`config.mk`:
```
export PLATFORM = sky130hd
export DESIGN_NAME = uc_ctrl
export DESIGN_NICKNAME = d
export VERILOG_FILES = /design/src/rtl/uc_ctrl.sv
export SDC_FILE = /design/constraint.sdc
export NUM_CORES = 1
export LEC_CHECK = 0
export BUFFER_PORTS_ARGS = -buffer_cell sky130_fd_sc_hd__buf_2
export CORE_AREA = 4 4 81 68
export CTS_CLUSTER_SIZE = 24
export DETAILED_ROUTE_END_ITERATION = 8
export DIE_AREA = 0 0 85 72
export PLACE_DENSITY = 0.52
export SETUP_SLACK_MARGIN = 0.5
export SLEW_MARGIN = 20
export SYNTH_ARGS = -nofsm -noshare
export SYNTH_HDL_FRONTEND = slang
export SYNTH_SLANG_ARGS = --single-unit
```
`constraint.sdc`:
```
create_clock -name clk -period 4.4 [get_ports clk]
set_clock_uncertainty 0.15 [all_clocks]
set_input_delay 0.44 -clock clk [delete_from_list [all_inputs] [get_ports clk]]
set_output_delay 0.44 -clock clk [all_outputs]
set_load 0.005 [all_outputs]
```
`src/rtl/uc_ctrl.sv`:
```
// uc_ctrl: instruction decode plus run/step/halt sequencer and retired-instruction counter.
// Optional feature macro: UC_CTRL_ILLEGAL_TRAP_EN (reserved opcodes halt the core and raise illegal).
module uc_ctrl #(
   parameter int CNT_W = 16
) (
   input  logic             clk,
   input  logic             reset,
   input  logic [5:0]       opcode,
   input  logic             z,
   input  logic             run,
   input  logic             step,
   output logic             s_inc,
   output logic             s_inm,
   output logic             we3,
   output logic             wez,
   output logic [2:0]       op,
   output logic             pc_en,
   output logic             halted,
   output logic             illegal,
   output logic [CNT_W-1:0] retired
);

   typedef enum logic [1:0] {
      ST_IDLE   = 2'd0,
      ST_RUN    = 2'd1,
      ST_STEP   = 2'd2,
      ST_HALTED = 2'd3
   } state_t;

   typedef enum logic [2:0] {
      CL_ALU  = 3'd0,
      CL_LI   = 3'd1,
      CL_J    = 3'd2,
      CL_JZ   = 3'd3,
      CL_JNZ  = 3'd4,
      CL_HALT = 3'd5,
      CL_RSVD = 3'd6
   } iclass_t;

   // ALU and LI classes ignore opcode[1:0]; those bits belong to operand fields.
   function automatic iclass_t classify(input logic [5:0] opc);
      iclass_t cls;
      if (opc[5]) begin
         cls = CL_ALU;
      end else begin
         case (opc[4:2])
            3'b000: begin
               case (opc[1:0])
                  2'b00:   cls = CL_J;
                  2'b01:   cls = CL_JZ;
                  2'b10:   cls = CL_JNZ;
                  default: cls = CL_HALT;
               endcase
            end
            3'b001:  cls = CL_LI;
            default: cls = CL_RSVD;
         endcase
      end
      return cls;
   endfunction

   state_t            state_r;
   state_t            state_nxt_s;
   iclass_t           iclass_s;
   logic              exec_s;
   logic              is_halt_s;
   logic              trap_s;
   logic              stop_s;
   logic              retire_s;
   logic              halted_r;
   logic [CNT_W-1:0]  retired_r;

   assign iclass_s  = classify(opcode);
   assign exec_s    = (state_r == ST_RUN) || (state_r == ST_STEP);
   assign is_halt_s = exec_s && (iclass_s == CL_HALT);

`ifdef UC_CTRL_ILLEGAL_TRAP_EN
   assign trap_s = exec_s && (iclass_s == CL_RSVD);
`else
   assign trap_s = 1'b0;
`endif

   assign stop_s   = is_halt_s || trap_s;
   assign retire_s = exec_s && !stop_s;

   // Combinational decode; everything is forced idle when not executing.
   always_comb begin
      s_inc = 1'b0;
      s_inm = 1'b0;
      we3   = 1'b0;
      wez   = 1'b0;
      op    = 3'b000;
      pc_en = 1'b0;
      if (exec_s) begin
         case (iclass_s)
            CL_ALU: begin
               op    = opcode[4:2];
               we3   = 1'b1;
               wez   = 1'b1;
               pc_en = 1'b1;
            end
            CL_LI: begin
               we3   = 1'b1;
               s_inm = 1'b1;
               pc_en = 1'b1;
            end
            CL_J: begin
               s_inc = 1'b1;
               pc_en = 1'b1;
            end
            CL_JZ: begin
               s_inc = z;
               pc_en = 1'b1;
            end
            CL_JNZ: begin
               s_inc = ~z;
               pc_en = 1'b1;
            end
            CL_HALT: begin
               pc_en = 1'b0;
            end
            CL_RSVD: begin
`ifdef UC_CTRL_ILLEGAL_TRAP_EN
               pc_en = 1'b0;
`else
               pc_en = 1'b1;
`endif
            end
            default: begin
               pc_en = 1'b0;
            end
         endcase
      end else begin
         pc_en = 1'b0;
      end
   end

   // Next-state selection; a retiring HALT or trap overrides the run/step controls.
   always_comb begin
      state_nxt_s = state_r;
      if (stop_s) begin
         state_nxt_s = ST_HALTED;
      end else begin
         case (state_r)
            ST_IDLE: begin
               if (run) begin
                  state_nxt_s = ST_RUN;
               end else if (step) begin
                  state_nxt_s = ST_STEP;
               end else begin
                  state_nxt_s = ST_IDLE;
               end
            end
            ST_RUN: begin
               if (run) begin
                  state_nxt_s = ST_RUN;
               end else begin
                  state_nxt_s = ST_IDLE;
               end
            end
            ST_STEP:   state_nxt_s = ST_IDLE;
            ST_HALTED: state_nxt_s = ST_HALTED;
            default:   state_nxt_s = ST_IDLE;
         endcase
      end
   end

   // State register.
   always_ff @(posedge clk) begin
      if (reset) begin
         state_r <= ST_IDLE;
      end else begin
         state_r <= state_nxt_s;
      end
   end

   // Sticky halted flag, set on the edge entering HALTED.
   always_ff @(posedge clk) begin
      if (reset) begin
         halted_r <= 1'b0;
      end else if (stop_s) begin
         halted_r <= 1'b1;
      end else begin
         halted_r <= halted_r;
      end
   end

   // Retired-instruction counter, saturating at all-ones.
   always_ff @(posedge clk) begin
      if (reset) begin
         retired_r <= {CNT_W{1'b0}};
      end else if (retire_s && (retired_r != {CNT_W{1'b1}})) begin
         retired_r <= retired_r + CNT_W'(1);
      end else begin
         retired_r <= retired_r;
      end
   end

`ifdef UC_CTRL_ILLEGAL_TRAP_EN
   logic illegal_r;

   // Trap flag, set together with halted when a reserved opcode stops the core.
   always_ff @(posedge clk) begin
      if (reset) begin
         illegal_r <= 1'b0;
      end else if (trap_s) begin
         illegal_r <= 1'b1;
      end else begin
         illegal_r <= illegal_r;
      end
   end

   assign illegal = illegal_r;
`else
   assign illegal = 1'b0;
`endif

   assign halted  = halted_r;
   assign retired = retired_r;

endmodule

```
# --- After elaboration in Yosys (flattened, before gate mapping) ---
# Index checks and enable logic that the tools add are counted.
word_totals:
  word_cells: 49
  reg_bits: 19
  out_inout_bits: 26
  inputBits: 11
classes:
  muxes: 20
  reduce_logical: 11
  bitwise: 1
  n_eq_ne: 13
  add_sub_neg: 1
op_table:
  columns: ["op", "n"]
  rows:
  - ["adder 16 x 1 -> 16 bit, second input constant", 1]
  - ["inequality test 16 bit, second input constant", 1]
  - ["2-to-1 mux 1 bit", 10]
  - ["== test 3 bit, second input constant", 3]
  - ["2-to-1 mux 3 bit", 3]
  - ["one-hot mux 3 bit (3 select lines)", 1]
  - ["one-hot mux 2 bit (4 select lines)", 1]
  - ["== test 2 bit, second input constant", 3]
  - ["== test 3 x 1 -> 1 bit, second input constant", 2]
  - ["== test 3 x 2 -> 1 bit, second input constant", 2]
  - ["zero test 3 bit", 2]
  - ["2-to-1 mux 2 bit", 3]
  - ["one-hot mux 3 bit (2 select lines)", 1]
  - ["OR reduction 6 bit", 1]
  - ["== test 2 x 1 -> 1 bit, second input constant", 2]
  - ["zero test 2 bit", 2]
  - ["logical AND 1 bit", 3]
  - ["one-hot mux 1 bit (3 select lines)", 1]
  - ["OR reduction 2 bit", 1]
  - ["zero test 1 bit", 1]
  - ["logical OR 1 bit", 1]
  - ["NOT 1 bit", 1]

# --- Depth between registers and ports, before layout ---
logic_depth:
  depth_word: 9
  ltp_mapped: 7
  mapped_depth_nobuf: 7

# --- Worst setup path before layout ---
# OpenSTA, ideal clock, no wires.
synth_timing:
  path_type: "reg-to-output"
  from: "reg state_r[1]"
  to: "out s_inc"
  path_stages_with_launch: 5
  path_buffers: 0
  arrival_ns: 1.296
  slack_ns: 2.514
  cell_sequence: "dfxtp_1 > inv_1 > ha_1 > nand2_1 > a2111oi_0"
synth_via:
  elab_chain_cells: 3
  word_cells_on_any_way: 4
  cone_classes: "eq/ne: 2; mux: 1; reduce/logical: 1"
synth_rtl:
  columns: ["element", "line_no", "source"]
  rows:
  - ["from (decl)", "62", "state_t state_r;"]
  - ["from (signal assigned)", "173", "state_r <= state_nxt_s;"]
  - ["== test 2 x 1 -> 1 bit or == test 2 bit (tied branches)", "74", "assign exec_s = (state_r == ST_RUN) || (state_r == ST_STEP);"]
  - ["logical OR 1 bit (*)", "74", null]
  - ["2-to-1 mux 1 bit (*)", "94", "if (exec_s) begin"]
  - ["to (decl)", "12", "output logic s_inc,"]
# Every way passes the cells marked *; elsewhere a longest branch is shown, timed or not.

# --- Final worst setup path ---
# Ends and elaborated chain as after synthesis.

==> impl_metrics.csv <==
group,metric,value,unit
flow_run,drv_cap,0,
clocking,cts.sink_count,19,
placement,hpwl,2000,um
layout,layout_commonest_cell,"buf_2",
clocking,clkLatencyLatePin,260,ps
power,power.total,0.000364,W
layout,nNetsFinal,172,
global_route,grt_pass1_wl,4330,um
global_route,grt_max_degree,20,
timing,holdWs,297,ps
floorplanning,dieArea,6120,um2
detailed_routing,detail_route.wl_per_cell,11.9,um
worst_setup_path,path_class,"flop to output pin",
worst_setup_path,cp.buffers_inverters,2,
detailed_routing,dr.pass1.iters,4,
layout,diodes,0,
logic_synthesis,yosysWarnings,0,
power,power.density,257,nW/um2
global_route,antenna_found_initial,0,
floorplanning,core,4810,um2
worst_setup_path,slowest_delay,440,ps
timing,report.final.hold_viol_count,0,
logic_synthesis,synth_fp_nets,137,
floorplanning,die_h,72,um
global_route,grt_pass1_vias,889,
timing,slew_headroom,0.665,
worst_setup_path,required,3810,ps
power,leakage,0.562,nW
floorplanning,initial_core_util,0.240,
detailed_routing,via_count,964,
logic_synthesis,ys.flop_type,"dfxtp_1",
timing,finalCritPeriodShare,0.544,
worst_setup_path,crit_family,"adder cells",
clocking,path_clk_slew,70,ps
logic_synthesis,synthTopCellsByArea,"dfxtp_1 33%, xnor2_1 9.9%, nor2_1 4.9%",
detailed_routing,finalWirelength,2610,um
detailed_routing,initialDrtViolationCount,15,
clocking,cts_buffers,3,
floorplanning,rows,23,
placement,io_buffer_count,35,
logic_synthesis,avgSynthCellArea,9.37,um2
layout,layout_common_cells,"35 x buf_2, 19 x dfxtp_1, 15 x nor2_1, 13 x xnor2_1, 8 x inv_1",
min_path,hp-class,"flop to flop",
timing,clock.fmax,418,MHz
clocking,cts_tree,"built",
timing,worst_pin_slew,502,ps
logic_synthesis,synth_top_area_frac,0.330,
logic_synthesis,synthArstFlopShare,0,
layout,fill_cells,522,
clocking,cts_setup_buffers,0,
global_route,grt-ovfl-total,0,
clocking,cts_buffer_depth,2,
worst_setup_path,slowest_stage,"ha_1",
clocking,ctsHoldBuffers,0,
clocking,h-tree-depth,1,
layout,area_growth,23.1,%
layout,drive_gt1_frac,0.363,
run_status,outcome,"finished clean",
layout,final_util,0.295,
logic_synthesis,synth_cells,123,
detailed_routing,vias_per_cell,4.40,
worst_setup_path,worstPathCellList,"inv_1, ha_1, nand2_1, a2111oi_0, buf_2",
timing,finalSetupViolCount,0,
logic_synthesis,yosys.area.top_type,"dfxtp_1",
global_route,track_usage,0.0878,
worst_setup_path,arrival,1800,ps
logic_synthesis,synth_edf_count,0,
worst_setup_path,end_kind,"output pin",
timing,finalSetupTns,0,ps
logic_synthesis,synth_area,1150,um2
clocking,cts_resized,0,
clocking,cts_root_buf,"clkbuf_8",
floorplanning,die_w,85,um
timing,slew_violations,0,
timing,grt_setup_unrepaired,"false",
worst_setup_path,path_max_fanout,9,
detailed_routing,drtAntennaViolNets,0,
logic_synthesis,synth_cell_type_count,43,
power,peakVddDrop,86.8,uV
logic_synthesis,ys_seq_elements,19,
placement,gp_congestion,0.765,
floorplanning,io_pins,37,
worst_setup_path,start_kind,"flop",
logic_synthesis,ys_seq_area_frac,0.330,
detailed_routing,drc,0,
timing,period_needed,2390,ps
==> flip-flops by register name, indices dropped and copies added, names as in the netlist <==
name	count
halted	1
retired	16
state_r	2
==> final cells by class <==
cell class | count | area (um2) | area share
repair buffers | 35 | 175 | 0.123
clock buffers | 4 | 45.0 | 0.0317
flip-flops and latches | 19 | 380 | 0.268
well taps | 62 | 77.6 | 0.0547
inverters | 8 | 30.0 | 0.0212
multi-input cells | 91 | 711 | 0.501
==> stage by stage <==
step | instances | setup WS, ps | area (um2)
after detailed placement | 215 | 2280 | 1370
after global routing | 219 | 1870 | 1420
after global placement | 215 | 2310 | 1370
final | 219 | 2010 | 1420
after floorplan | 123 | 2510 | 1150
after CTS | 219 | 2020 | 1420
==> worst register-to-register path, delay by kind of cell, from the launching register on <==
family                   cells  cell delay, ps
AO/OA/AOI/OAI                2             470
XOR/XNOR                     1             160
adder cells (fa/ha/maj)      1             440
buffers and inverters        1              60
flip-flops                   1             390
AND/OR/NAND/NOR              2             300
==> layer usage <==
layer	track usage	wire (um)	up-vias
li1	-	-	501
met1	0.126	1380	444
met2	0.127	1110	17
met3	0.0329	107	2
met4	0.0158	13	0
met5	0	0	-
==> cell usage after synthesis (2+ instances only) <==
master,number
o21ai_0,2
a2111oi_4,2
a211oi_1,3
nor4_2,4
and3_1,5
nand2_1,6
xnor2_1,13
ha_1,3
dfxtp_1,19
mux2i_1,2
nand3b_1,2
nor3_1,2
a21oi_1,6
inv_1,8
nand3_1,4
nor2_1,15
==> power breakdown <==
| group | total [W] | switching (W) | leakage [nW] | internal [W] |
|---|---|---|---|---|
| clock network | 0.000125 | 0.0000610 | 0.0228 | 0.0000644 |
| registers | 0.000182 | 0.00000511 | 0.154 | 0.000177 |
| logic | 0.0000566 | 0.0000320 | 0.386 | 0.0000246 |
| total | 0.000364 | 0.0000982 | 0.562 | 0.000266 |
==> final timing paths <==
kind	to	slack, ps	cells past startpoint	from
max	s_inc	2010	5	state_r[1]$_SDFF_PP0_
min	halted$_SDFFE_PP0P_	300	2	halted$_SDFFE_PP0P_
max reg2reg	retired[9]$_SDFFE_PP0P_	2320	7	state_r[1]$_SDFF_PP0_
min reg2reg	halted$_SDFFE_PP0P_	300	2	halted$_SDFFE_PP0P_
==> kinds of logic (layout without fill, tap and decap cells) <==
kind of cell | Yosys count | count (layout) | share of synthesized area
buf+inv | 13 | 47 | 0.0532
fa+ha+maj | 3 | 3 | 0.0326
mux | 2 | 2 | 0.0174
flops | 19 | 19 | 0.330
xor+xnor | 13 | 13 | 0.0988
compound gates | 20 | 20 | 0.166
simple gates | 52 | 52 | 0.299
other cells | 1 | 1 | 0.00325
Power figures use the tool's default switching activity.
